File: src/rtl/freq_duty_gen_if.sv
// Configuration handshake for freq_duty_gen.
// The master offers a frequency/duty pair with cfg_valid and keeps it stable
// until the slave accepts it with cfg_ready.
interface freq_duty_gen_if;
  logic        cfg_valid;
  logic        cfg_ready;
  logic [33:0] cfg_freq;
  logic [7:0]  cfg_duty;

  modport master (
    output cfg_valid,
    output cfg_freq,
    output cfg_duty,
    input  cfg_ready
  );

  modport slave (
    input  cfg_valid,
    input  cfg_freq,
    input  cfg_duty,
    output cfg_ready
  );
endinterface

File: src/rtl/freq_duty_gen.sv
// freq_duty_gen: programmable square-wave / PWM source.
// A requested frequency (Hz) and duty (percent) arrive over the cfg handshake.
// One shared restoring divider works them into period and high-time counts in
// sys_clk cycles. It runs 34 steps for CLK_FREQ/freq and 42 steps for
// period*duty/100. The new counts take effect only at a period boundary, so
// clk_out never produces a runt pulse.
// Optional build macro GEN_PERIOD_CNT_EN adds the period_cnt output. That
// output counts completed periods since the last apply.
module freq_duty_gen #(
  parameter logic [33:0] CLK_FREQ   = 34'd50_000_000,
  parameter logic [33:0] MIN_PERIOD = 34'd2
) (
  input  logic               sys_clk,
  input  logic               sys_rst,
  freq_duty_gen_if.slave     cfg,
  output logic               clk_out,
  output logic               active,
  output logic               cfg_err
`ifdef GEN_PERIOD_CNT_EN
  ,
  output logic [31:0]        period_cnt
`endif
);

  typedef enum logic [2:0] {
    IDLE,
    DIV_PER,
    CLAMP,
    DIV_DUTY,
    WAIT_APPLY
  } state_t;

  state_t      state_reg;
  logic        cfg_ready_reg;
  logic        cfg_err_reg;
  logic [41:0] div_quot_reg;    // dividend shifts out at the top, quotient shifts in at the bottom
  logic [33:0] div_rem_reg;
  logic [33:0] div_den_reg;
  logic [5:0]  step_reg;
  logic        freq_zero_reg;
  logic [7:0]  duty_reg;
  logic [33:0] period_n_reg;
  logic        settle_reg;      // set after the first WAIT_APPLY cycle; idle outputs apply one cycle later

  logic [33:0] period_reg;
  logic [33:0] high_reg;
  logic [33:0] cnt_reg;
  logic        clk_out_reg;
  logic        active_reg;

  logic [34:0] rem_shift;
  logic [33:0] rem_diff;
  logic        div_ge;

  logic [33:0] period_raw;
  logic [33:0] period_clamped;
  logic [7:0]  duty_clamped;
  logic        clamp_err;
  logic [41:0] product;

  logic [33:0] period_last;
  logic        wrap;
  logic        apply_now;
  logic [33:0] period_next;
  logic [33:0] high_next;
  logic [33:0] cnt_next;

  // One restoring-division step: shift the next dividend bit into the remainder and subtract if it fits
  assign rem_shift = {div_rem_reg, div_quot_reg[41]};
  assign rem_diff  = 34'(rem_shift - {1'b0, div_den_reg});
  assign div_ge    = (rem_shift >= {1'b0, div_den_reg});

  // Clamp the raw period and the duty, then form the product that the second division divides by 100
  always_comb begin
    period_raw     = div_quot_reg[33:0];
    period_clamped = period_raw;
    duty_clamped   = duty_reg;
    clamp_err      = 1'b0;
    if (freq_zero_reg) begin
      period_clamped = '0;
    end else if (period_raw < MIN_PERIOD) begin
      period_clamped = MIN_PERIOD;
      clamp_err      = 1'b1;
    end
    if (duty_reg > 8'd100) begin
      duty_clamped = 8'd100;
      clamp_err    = 1'b1;
    end
    product = 42'(period_clamped) * 42'(duty_clamped);
  end

  assign period_last = period_reg - 34'd1;
  assign wrap        = (period_reg != '0) && (cnt_reg == period_last);
  assign apply_now   = (state_reg == WAIT_APPLY) && (active_reg ? wrap : settle_reg);

  // Next waveform counters; an apply restarts the count at 0 with the new values
  always_comb begin
    period_next = period_reg;
    high_next   = high_reg;
    cnt_next    = cnt_reg;
    if (apply_now) begin
      period_next = period_n_reg;
      high_next   = div_quot_reg[33:0];
      cnt_next    = '0;
    end else if (period_reg == '0) begin
      cnt_next = '0;
    end else if (wrap) begin
      cnt_next = '0;
    end else begin
      cnt_next = cnt_reg + 34'd1;
    end
  end

  // Control FSM: handshake, the two division passes, clamping, and waiting for the apply point
  always_ff @(posedge sys_clk) begin
    if (sys_rst) begin
      state_reg     <= IDLE;
      cfg_ready_reg <= 1'b1;
      cfg_err_reg   <= 1'b0;
      div_quot_reg  <= '0;
      div_rem_reg   <= '0;
      div_den_reg   <= '0;
      step_reg      <= '0;
      freq_zero_reg <= 1'b0;
      duty_reg      <= '0;
      period_n_reg  <= '0;
      settle_reg    <= 1'b0;
    end else begin
      cfg_err_reg <= 1'b0;
      case (state_reg)
        IDLE: begin
          if (cfg.cfg_valid && cfg_ready_reg) begin
            cfg_ready_reg <= 1'b0;
            div_den_reg   <= cfg.cfg_freq;
            div_quot_reg  <= {CLK_FREQ, 8'd0};
            div_rem_reg   <= '0;
            step_reg      <= 6'd33;
            freq_zero_reg <= (cfg.cfg_freq == '0);
            duty_reg      <= cfg.cfg_duty;
            state_reg     <= DIV_PER;
          end
        end
        DIV_PER: begin
          div_quot_reg <= {div_quot_reg[40:0], div_ge};
          div_rem_reg  <= div_ge ? rem_diff : rem_shift[33:0];
          if (step_reg == '0) begin
            state_reg <= CLAMP;
          end else begin
            step_reg <= step_reg - 6'd1;
          end
        end
        CLAMP: begin
          period_n_reg <= period_clamped;
          cfg_err_reg  <= clamp_err;
          div_quot_reg <= product;
          div_rem_reg  <= '0;
          div_den_reg  <= 34'd100;
          step_reg     <= 6'd41;
          state_reg    <= DIV_DUTY;
        end
        DIV_DUTY: begin
          div_quot_reg <= {div_quot_reg[40:0], div_ge};
          div_rem_reg  <= div_ge ? rem_diff : rem_shift[33:0];
          if (step_reg == '0) begin
            settle_reg <= 1'b0;
            state_reg  <= WAIT_APPLY;
          end else begin
            step_reg <= step_reg - 6'd1;
          end
        end
        WAIT_APPLY: begin
          settle_reg <= 1'b1;
          if (apply_now) begin
            cfg_ready_reg <= 1'b1;
            state_reg     <= IDLE;
          end
        end
        default: begin
          state_reg <= IDLE;
        end
      endcase
    end
  end

  // Waveform generator: clk_out is registered from the next count, so it stays in phase with cnt
  always_ff @(posedge sys_clk) begin
    if (sys_rst) begin
      period_reg  <= '0;
      high_reg    <= '0;
      cnt_reg     <= '0;
      clk_out_reg <= 1'b0;
      active_reg  <= 1'b0;
    end else begin
      period_reg  <= period_next;
      high_reg    <= high_next;
      cnt_reg     <= cnt_next;
      clk_out_reg <= (period_next != '0) && (cnt_next < high_next);
      active_reg  <= (period_next != '0);
    end
  end

`ifdef GEN_PERIOD_CNT_EN
  logic [31:0] period_cnt_reg;

  // Completed-period counter, restarted whenever new settings take effect
  always_ff @(posedge sys_clk) begin
    if (sys_rst || apply_now) begin
      period_cnt_reg <= '0;
    end else if (wrap) begin
      period_cnt_reg <= period_cnt_reg + 32'd1;
    end
  end

  assign period_cnt = period_cnt_reg;
`endif

  assign cfg.cfg_ready = cfg_ready_reg;
  assign clk_out       = clk_out_reg;
  assign active        = active_reg;
  assign cfg_err       = cfg_err_reg;

endmodule

File: src/flat_wrapper.sv
// flat-port wrapper written by rule: the top's interface ports become plain ports
module freq_duty_gen_flat 
#(
  parameter logic [33:0] CLK_FREQ   = 34'd50_000_000,
  parameter logic [33:0] MIN_PERIOD = 34'd2
)
  (sys_clk, sys_rst, clk_out, active, cfg_err, cfg_cfg_valid, cfg_cfg_freq, cfg_cfg_duty, cfg_cfg_ready);
  freq_duty_gen_if cfg_i ();
  input  logic sys_clk;
  input  logic sys_rst;
  output logic clk_out;
  output logic active;
  output logic cfg_err;
  input wire logic [$bits(cfg_i.cfg_valid)-1:0] cfg_cfg_valid;
  input wire logic [$bits(cfg_i.cfg_freq)-1:0] cfg_cfg_freq;
  input wire logic [$bits(cfg_i.cfg_duty)-1:0] cfg_cfg_duty;
  output wire logic [$bits(cfg_i.cfg_ready)-1:0] cfg_cfg_ready;
  assign cfg_i.cfg_valid = cfg_cfg_valid;
  assign cfg_i.cfg_freq = cfg_cfg_freq;
  assign cfg_i.cfg_duty = cfg_cfg_duty;
  assign cfg_cfg_ready = cfg_i.cfg_ready;
  freq_duty_gen #(.CLK_FREQ(CLK_FREQ), .MIN_PERIOD(MIN_PERIOD)) u_core (.sys_clk(sys_clk), .sys_rst(sys_rst), .cfg(cfg_i), .clk_out(clk_out), .active(active), .cfg_err(cfg_err));
endmodule
File: config.mk
export PLATFORM = sky130hd
export DESIGN_NAME = freq_duty_gen_flat
export DESIGN_NICKNAME = d
export VERILOG_FILES = /design/src/rtl/freq_duty_gen_if.sv /design/src/rtl/freq_duty_gen.sv /design/src/flat_wrapper.sv
export SDC_FILE = /design/constraint.sdc
export NUM_CORES = 1
export LEC_CHECK = 0
export ABC_AREA = 0
export CELL_PAD_IN_SITES_DETAIL_PLACEMENT = 1
export CELL_PAD_IN_SITES_GLOBAL_PLACEMENT = 1
export CORE_ASPECT_RATIO = 1.25
export CORE_MARGIN = 4
export CORE_UTILIZATION = 42
export CTS_CLUSTER_SIZE = 30
export DETAILED_ROUTE_END_ITERATION = 10
export GPL_ROUTABILITY_DRIVEN = 0
export PLACE_DENSITY_LB_ADDON = 0.1
export SYNTH_ARGS = -nofsm -noshare
export SYNTH_HDL_FRONTEND = slang
export SYNTH_SLANG_ARGS = --single-unit
File: constraint.sdc
create_clock -name sys_clk -period 6.48 [get_ports sys_clk]
set_input_delay 1.296 -clock sys_clk [delete_from_list [all_inputs] [get_ports sys_clk]]
set_output_delay 1.296 -clock sys_clk [all_outputs]
set_load 0.01 [all_outputs]
==> key figures, run 1 <==
Status
  • Status: completed

Synthesis
  • EDFF count, synth: 0
  • Area leader, netlist: dfxtp_1
  • Largest cells by area after synthesis: dfxtp_1, fa_1, ha_1
  • FFs w/ async S/R, synth: 0%
  • Yosys warning count: 0
  • Cell Area, Synth: 22,700 um^2
  • Yosys cell types: 78
  • Syn_area_per_cell: 8.25 um^2
  • Syn Inst Count: 2,754
  • Main synth FF type: dfxtp_1
  • Post-synth top area share: 23.7%
  • FF+latch count, synth: ~270
  • Sequential area share after synthesis: 23.7%

Worst hold path
  • Hold Crit Class: reg2reg

Worst setup path
  • Startpoint Class: flip-flop
  • Slowest cell on crit path: fa_1
  • Required @ worst endpoint: 6.87 ns
  • Critical path's largest stage delay: 0.55 ns
  • Setup CP Type: reg2reg
  • CP max FO: 7
  • WP data arrival: approximately 7 ns
  • CP dominant cell by count: buf_4
  • Worst Setup End Kind: flip-flop

Final layout
  • Most frequent cells in the layout: nor2_1, dfxtp_1, inv_1
  • Antenna fix cells: 0
  • Max reg flops: 42
  • Share of layout cells above drive strength 1: 13.8%
  • Most common cell after layout, fill and taps aside: nor2_1
  • Final Util: 50.3%
  • Area added between synthesis and finish: 18.7%
  • Fillers: around 6,400
  • Final Non-Filler Cells: 3,678
  • Nets: 3,298

Die
  • Die H: 268 um
  • FP Rows: 95
  • Top Ports: between 40 and 50
  • Die area: 57,900 um^2
  • Initial Util: 42.4%
  • Core area: around 54,000 um^2
  • Die W: approximately 220 um

Timing
  • Worst-Margin Slew: 1.05 ns
  • Period utilization: between 90% and 100%
  • Max Transition Viols Final: 0
  • RSZ-0062 raised after global routing: true
  • Endpoints failing setup: 0
  • Minimum clock period: 6.47 ns
  • Number of failing hold endpoints at the final stage: 0
  • Fmax achieved: approximately 0.15 GHz
  • Clock Skew: 0.0230 ns
  • Final worst slack: 0.00563 ns
  • Relative slew slack: ~30%
  • Worst hold slack: 0.458 ns

Clock network
  • Root Buffer: clkbuf_16
  • Hold_buf cts: 0
  • Clock transition at the registers of the reported paths: 0.06 ns
  • Later-pin clock latency in the skew report: 0.55 ns
  • Clk buf depth: 3
  • TritonCTS buffer count: 34
  • Num Clock Sinks: 269
  • CTS tree: done
  • CTS HTree Levels: 2

Route
  • M1 WL: 32,500 um
  • Met2 wire length: 42,100 um
  • Drt via density: 5.64
  • DRT Pass-1 Iters: 7
  • DR WL met3: 2730 um
  • DRT iter0 DRCs: 1,203
  • Vias: 20,800
  • Drt total wl: 80,400 um
  • DRT antenna net count: 0
  • Avg WL per Cell: between 20 and 25 um
  • Top sig layer: met4
  • Post-route DRC: 0

Global routing
  • Initial antenna violation count: 0
  • GRT Overall Usage: 27.2%
  • First-pass GRT wire length: about 130,000 um
  • Largest net degree at the start of global routing: 90
  • GR Overflow Total: 0
  • Vias in the first global route: 22,800

Power
  • Power Dens Cells: about 380 nW/um^2
  • Maximum vdd drop: 309 uV
  • Total Power: 10.2 mW
  • Leakage: approximately 12 nW

Place
  • Port Buffers: 48
  • Post-DP HPWL: 61,400 um
  • Pre-CTS setup slack: -0.646 ns
  • Post-Place Cells: 3,596

Flow run
  • Max capacitance violation total: 0
[path summary, 6_finish.rpt]
path	startpoint	to	slack [ns]	cells after the start
setup / recovery	u_core.div_quot_reg[29]$_SDFFE_PP0P_	u_core.div_quot_reg[41]$_SDFFE_PP0P_	0.006	28
hold / removal	u_core.div_den_reg[30]$_SDFFE_PP0P_	u_core.div_den_reg[30]$_SDFFE_PP0P_	0.46	2
setup reg to reg	u_core.div_quot_reg[29]$_SDFFE_PP0P_	u_core.div_quot_reg[41]$_SDFFE_PP0P_	0.006	28
hold reg to reg	u_core.div_den_reg[30]$_SDFFE_PP0P_	u_core.div_den_reg[30]$_SDFFE_PP0P_	0.46	2
[critical path, delay by kind of cell, from the launching register on]
family,cells,cell delay [ns]
AOI/OAI and AO/OA,5,0.86
adders and majority gates,5,2.46
and+or+nand+nor,10,1.63
buffers and inverters,8,1.05
DFF,1,0.34
[synth_stat cells (5+ instances only)]
master     number
a21oi_1       168
ha_1          133
mux2i_1        57
clkbuf_1      138
nor4_1         37
and3_1         20
and2_1        145
inv_1         271
xor2_1         58
or4_1           7
buf_6           5
a2111oi_0       6
o21bai_1       11
a311oi_1        5
nor2b_1        31
xnor2_1        76
or3_1          11
nand4b_1        5
o31ai_1         6
fa_1          193
nand2_1       234
a32oi_1        13
a22o_1         26
a22oi_1        20
nand3_1        83
dfxtp_1       269
buf_2           6
nor3_1         49
a211o_1         5
a31oi_1        10
a21boi_0        6
o21a_1         10
o21ai_0        84
nand2b_1       25
a211oi_1       18
nand4_1        38
a221oi_1        5
a31o_2          5
nor2_1        309
or2_2           7
o22ai_1         5
buf_1          11
a222oi_1       19
o211ai_1       13
a21o_1         36
[stage by stage]
| step | TNS (ns) | area (um^2) |
|---|---|---|
| after global placement | -3.24 | 25100 |
| after floorplan | 0 | 22900 |
| after detailed placement | -8.03 | 25100 |
| after CTS | 0 | 26500 |
| final | 0 | 27000 |
| after global routing | -2.20 | 27000 |
[metal layers]
metal  track usage (%)  vias up
met4              10.1        0
met1              31.7    10600
met2              51.5      450
met5                 0        -
met3              2.94      168
li1                  -     9593
[area by class of cell]
cell class / instances / area [um^2] / area share (%)
sequential: 269 / 5390 / 20.0
inverter: 271 / 1020 / 3.77
tap: 727 / 910 / 3.37
clock buffer: 45 / 943 / 3.50
clock inverter: 15 / 166 / 0.617
multi-input combinational: 2084 / 16400 / 60.6
timing repair buffer: 267 / 2200 / 8.15
[cells by family after synthesis]
family / share of synthesized area (%)
flops: 23.7
simple gates: 22.3
mux: 2.56
xor+xnor: 5.16
other cells: 0.0330
buf+inv: 7.37
fa+ha+maj: 24.3
compound gates: 14.5
[report_power, final]
part / internal (mW) / total, mW / switching (mW)
Clock: 1.12 / 1.91 / 0.796
Combinational: 2.54 / 6.26 / 3.72
Sequential: 1.85 / 2.03 / 0.176
Total: 5.51 / 10.2 / 4.69
[what timing repair did]
item | CTS | global route
cloned | 1 | 2
buffers inserted | 12 | 7
pin swaps | 19 | 80
endpoints found under the setup margin | 25 | 25
resized for setup | 38 | 104
No activity file was read; power rests on OpenSTA's default activity.
==> inputs of run 2 (changes only) <==
CELL_PAD_IN_SITES_DETAIL_PLACEMENT = not set   (was 1)
CELL_PAD_IN_SITES_GLOBAL_PLACEMENT = not set   (was 1)
CORE_ASPECT_RATIO = 0.8   (was 1.25)
GPL_TIMING_DRIVEN = 0   (was not set)
PLACE_DENSITY_LB_ADDON = not set   (was 0.1)
==> key figures, run 2 (same netlist as run 1, synthesis figures left out) <==
Status
  • Status: finished, violations left
  • Failing checks: negative setup slack

Flow run
  • Max capacitance violation total: 0

Clock network
  • Num Clock Sinks: 269
  • TritonCTS buffer count: 27
  • Later-pin clock latency in the skew report: between 0.5 and 0.6 ns
  • CTS tree: done
  • CTS HTree Levels: 1
  • Clk buf depth: 3
  • Clock transition at the registers of the reported paths: roughly 0.070 ns
  • Root Buffer: clkbuf_16
  • Hold_buf cts: 0

Worst setup path
  • Start of the worst register-to-register path: u_core.div_quot_reg[4]$_SDFFE_PP0P_
  • R2r worst-path depth: 26
  • R2R setup slack: -0.03 ns
  • WP data arrival: 6.94 ns
  • Required @ worst endpoint: 6.90 ns
  • Setup CP Type: reg2reg
  • Reg2reg end: u_core.div_quot_reg[41]$_SDFFE_PP0P_
  • CP max FO: 6
  • Worst Setup End Kind: flip-flop
  • Startpoint Class: flip-flop

Route
  • Drt via density: ~5.6
  • Vias: 20,600
  • Drt total wl: 73,100 um
  • DRT antenna net count: 0
  • Post-route DRC: 0
  • DRT iter0 DRCs: roughly 1,500
  • Avg WL per Cell: between 20 and 25 um
  • DRT Pass-1 Iters: 7

Place
  • Port Buffers: 47
  • Pre-CTS setup slack: -2.28 ns
  • Post-DP HPWL: roughly 56,000 um
  • Post-Place Cells: 3,526

Timing
  • Worst hold slack: 0.459 ns
  • Final worst slack: -0.0348 ns
  • Relative slew slack: 25.2%
  • RSZ-0062 raised after global routing: true
  • Worst-Margin Slew: 1.12 ns
  • Minimum clock period: 6.51 ns
  • Number of failing hold endpoints at the final stage: 0
  • Fmax achieved: 0.153 GHz
  • Max Transition Viols Final: 0
  • Period utilization: 101%
  • Clock Skew: 0.0200 ns
  • Endpoints failing setup: 2

Power
  • Power Dens Cells: 356 nW/um^2
  • Leakage: between 10 and 15 nW
  • Maximum vdd drop: 397 uV

Global routing
  • GR Overflow Total: 0
  • Met3 Resource Use GR: 5.42%
  • GRT Overall Usage: 24.7%
  • GR Layer Usage met1: 37.0%
  • Initial antenna violation count: 0
  • Vias in the first global route: 20,400
  • Largest net degree at the start of global routing: 15
  • Grt peak-use layer: met1
  • Met2 global-route usage: approximately 37%
  • First-pass GRT wire length: 114,000 um

Final layout
  • Antenna fix cells: 0
  • Max reg flops: 42
  • Sequential cell area: roughly 5400 um^2
  • Final Non-Filler Cells: 3,647
  • Nets: roughly 3,300
  • Area of the multi-input gates: 16,700 um^2
  • Most frequent cells in the layout: nor2_1, dfxtp_1, inv_1
  • Most common cell after layout, fill and taps aside: nor2_1
  • Fillers: 5,057
  • Final Util: 50.5%
  • Share of layout cells above drive strength 1: 10.8%
  • Area added between synthesis and finish: 17.8%

Worst hold path
  • Worst hold start: u_core.div_den_reg[20]$_SDFFE_PP0P_
  • Hold Path Sink: u_core.div_den_reg[20]$_SDFFE_PP0P_
  • Hold depth: 2
  • Hold Crit Class: reg2reg

Die
  • Top Ports: 49
  • Die H: 216 um
  • Die area: 57,900 um^2
  • FP Rows: 75
  • Die W: 268 um
  • Core area: roughly 53,000 um^2
  • Initial Util: 42.9%
## run 2: metal layers
metal | vias to the layer above | share of wire (%)
li1 | 9624 | -
met1 | 10200 | 47
met2 | 701 | 43
met3 | 108 | 8.4
met4 | 0 | 2.0
met5 | - | 0
## run 2: worst max path at each step
stage	to	startpoint	cells after the start	slack, ns
2_1_floorplan	u_core.div_quot_reg[38]$_SDFFE_PP0P_	u_core.div_quot_reg[29]$_SDFFE_PP0P_	24	0.06
5_1_grt	u_core.div_quot_reg[41]$_SDFFE_PP0P_	u_core.div_quot_reg[4]$_SDFFE_PP0P_	26	-0.29
4_1_cts	u_core.div_quot_reg[41]$_SDFFE_PP0P_	u_core.div_quot_reg[3]$_SDFFE_PP0P_	23	-0.0005
6_report	u_core.div_quot_reg[41]$_SDFFE_PP0P_	u_core.div_quot_reg[4]$_SDFFE_PP0P_	26	-0.03
3_3_place_gp	u_core.div_quot_reg[38]$_SDFFE_PP0P_	u_core.duty_reg[0]$_SDFFE_PP0P_	24	-2.15
3_5_place_dp	u_core.div_quot_reg[38]$_SDFFE_PP0P_	u_core.duty_reg[0]$_SDFFE_PP0P_	24	-2.28
## run 2: area by class of cell
cell class | instances | area share, %
Multi-Input combinational cell | 2084 | 62.4
Sequential cell | 269 | 20.2
Timing Repair Buffer | 121 | 4.16
Inverter | 271 | 3.80
Tap cell | 693 | 3.24
Buffer | 161 | 2.98
Clock buffer | 39 | 2.88
Clock inverter | 9 | 0.393
## run 2: report_power, final
part           total [mW]  internal (mW)  switching [mW]
Combinational        5.87           2.34            3.53
Clock                1.61          0.907           0.707
Sequential           2.06           1.85           0.203
Total                9.54           5.10            4.44
## run 2: per-stage QoR
stage	TNS, ns	area (um^2)	total power, mW
CTS	-0.000530	26000	9.17
finish	-0.0446	26800	9.54
global placement	-47.12	24200	7.18
detailed placement	-50.40	24200	7.25
floorplan	0	22900	5.86
global route	-1.71	26800	10.2
## run 2: critical path, stage by stage, from the launching register on
cell and delay (ns):
dfxtp_4 0.36, nor4_4 0.39, nand4_1 0.16, nor3_2 0.23, or2_4 0.22, buf_12 0.14
nor2_4 0.05, clkbuf_16 0.17, and2_4 0.16, fa_1 0.52, fa_1 0.44, fa_1 0.49
inv_1 0.05, fa_1 0.52, inv_1 0.06, ha_4 0.24, and3_4 0.15, a221o_1 0.33
a21oi_2 0.17, o21bai_1 0.08, a31o_2 0.26, a211oi_4 0.36, o211ai_1 0.20, buf_4 0.18
buf_6 0.11, a311oi_2 0.23, o22ai_1 0.10
## run 2: timing repair
item	in CTS	in global routing
pin swaps	50	132
cloned	2	0
resized for setup	131	135
setup endpoints to repair	34	28
buffers inserted	39	35
==> inputs of run 3 (changes only) <==
clock period = 5.8 ns   (was 6.48 ns; I/O delays follow)
==> key figures, run 3 (same netlist as run 1, synthesis figures left out) <==
Global routing
  • GR Overflow Total: 0
  • Largest net degree at the start of global routing: 14
  • First-pass GRT wire length: 115,000 um
  • Initial antenna violation count: 3
  • GRT Overall Usage: 25.0%
  • Vias in the first global route: 20,500

Timing
  • Minimum clock period: around 6.5 ns
  • RSZ-0062 raised after global routing: true
  • Period utilization: 111%
  • Number of failing hold endpoints at the final stage: 0
  • Final worst slack: -0.652 ns
  • Max Transition Viols Final: 0
  • Fmax achieved: ~0.15 GHz
  • Clock Skew: 0.0214 ns
  • Endpoints failing setup: 30
  • Worst-Margin Slew: between 0.9 and 1 ns
  • Relative slew slack: 35.7%

Route
  • Drt via density: between 5 and 6
  • Drt total wl: between 70,000 and 80,000 um
  • DRT antenna net count: 0
  • Post-route DRC: 0
  • DRT Pass-1 Iters: 9
  • Vias: 20,700
  • Avg WL per Cell: around 20 um
  • DRT iter0 DRCs: 1,842

Die
  • Initial Util: 42.9%
  • Core area: ~53,000 um^2
  • Die H: 216 um
  • FP Rows: 75
  • Die W: 268 um
  • Top Ports: 49
  • Die area: 57,900 um^2

Flow run
  • Max capacitance violation total: 0

Worst setup path
  • Required @ worst endpoint: ~6.2 ns
  • Critical path's largest stage delay: about 0.5 ns
  • Slowest cell on crit path: fa_1
  • CP max FO: 5
  • Crit-path leading delay family: adder cells
  • Worst Setup End Kind: flip-flop
  • Startpoint Class: flip-flop
  • CP startpoint: u_core.div_quot_reg[8]$_SDFFE_PP0P_
  • WP data arrival: 6.89 ns
  • Setup CP Type: reg2reg
  • Start of the worst register-to-register path: u_core.div_quot_reg[8]$_SDFFE_PP0P_
  • CP dominant cell by count: fa_1
  • CP Buf/Inv Count: 8

Power
  • Power Dens Cells: 393 nW/um^2
  • Maximum vdd drop: about 290 uV
  • Leakage: 11.4 nW

Place
  • Post-DP HPWL: roughly 56,000 um
  • Port Buffers: 47
  • Placement-stage cell area: 24,400 um^2

Clock network
  • TritonCTS buffer count: 27
  • Later-pin clock latency in the skew report: ~0.56 ns
  • CTS HTree Levels: 1
  • Clk buf depth: 3
  • Num Clock Sinks: 269
  • Clock transition at the registers of the reported paths: 0.07 ns
  • CTS tree: done
  • Hold_buf cts: 0
  • Root Buffer: clkbuf_16

Final layout
  • Final Cell Area: between 20,000 and 30,000 um^2
  • Most common cell after layout, fill and taps aside: nor2_1
  • Most frequent cells in the layout: nor2_1, dfxtp_1, inv_1
  • Nets: ~3,300
  • Area added between synthesis and finish: 18.9%
  • Antenna fix cells: 0
  • Max reg flops: between 40 and 50
  • Share of layout cells above drive strength 1: 12.5%
  • Final Util: slightly above 50%

Worst hold path
  • Worst hold start: u_core.div_den_reg[20]$_SDFFE_PP0P_
  • Hold Crit Class: reg2reg

Status
  • Status: finished, violations left
  • Failing checks: negative setup slack
==> run 3: changes by cell type in the layout (fill, tap and decap cells not counted), sizes merged <==
cell / before / now
bufinv: 2 / 0
clkbuf: 169 / 168
inv: 272 / 273
clkinvlp: 0 / 1
buf: 105 / 125
clkdlybuf4s18: 0 / 1
clkinv: 6 / 4
==> run 3: power breakdown <==
group          switching [mW]  internal (mW)
combinational            3.95           2.64
clock                   0.772          0.944
sequential              0.236           2.08
==> run 3: path summary, 6_finish.rpt <==
kind / endpoint / slack (ns) / depth (start not counted)
worst min register to register: u_core.div_den_reg[20]$_SDFFE_PP0P_ / 0.46 / 2
worst min-delay path: u_core.div_den_reg[20]$_SDFFE_PP0P_ / 0.46 / 2
worst max-delay path: u_core.div_quot_reg[35]$_SDFFE_PP0P_ / -0.65 / 29
worst max register to register: u_core.div_quot_reg[35]$_SDFFE_PP0P_ / -0.65 / 29
==> run 3: per-stage QoR <==
step / TNS, ns / power, mW / setup WS (ns) / hold slack, ns / instances
5_1_grt: -19.09 / 11.4 / -0.813 / 0.475 / 3665
3_5_place_dp: -40.69 / 8.25 / -1.74 / 0.448 / 3526
3_3_place_gp: -39.40 / 8.17 / -1.69 / 0.447 / 3526
6_report: -13.78 / 10.6 / -0.652 / 0.455 / 3665
2_1_floorplan: -0.0325 / 6.67 / -0.0283 / 0.436 / 2786
4_1_cts: -11.44 / 10.3 / -0.577 / 0.456 / 3640
==> run 3: worst register-to-register path: cells and delay by family (launching register included) <==
family	cells	cell delay, ns
DFF	1	0.37
and+or+nand+nor	8	1.62
AOI/OAI and AO/OA	8	1.26
adders and majority gates	5	2.16
buffers and inverters	8	0.95
==> run 3: timing repair <==
action,CTS,global route
gates cloned,3,0
buffers inserted,66,32
pin swaps,80,93
gates resized for setup,162,93
endpoints found under the setup margin,34,33
==> run 3: cell type report <==
| class | count | area (um^2) |
|---|---|---|
| inverters | 271 | 1020 |
| plain buffers | 161 | 810 |
| clock buffers | 39 | 791 |
| fillers | 4995 | 26000 |
| multi-input cells | 2084 | 16800 |
| repair buffers | 141 | 1320 |
| flip-flops and latches | 269 | 5410 |
| well taps | 693 | 867 |
| clock inverters | 7 | 45.0 |
==> run 3: metal layers <==
metal  vias up  part of all wire, %  GRT usage (%)
li1       9670                    -              -
met1     10100                   46           37.1
met2       775                   43           37.7
met3        99                  9.3           5.64
met4         4                  1.7           4.25
met5         -                0.042              0
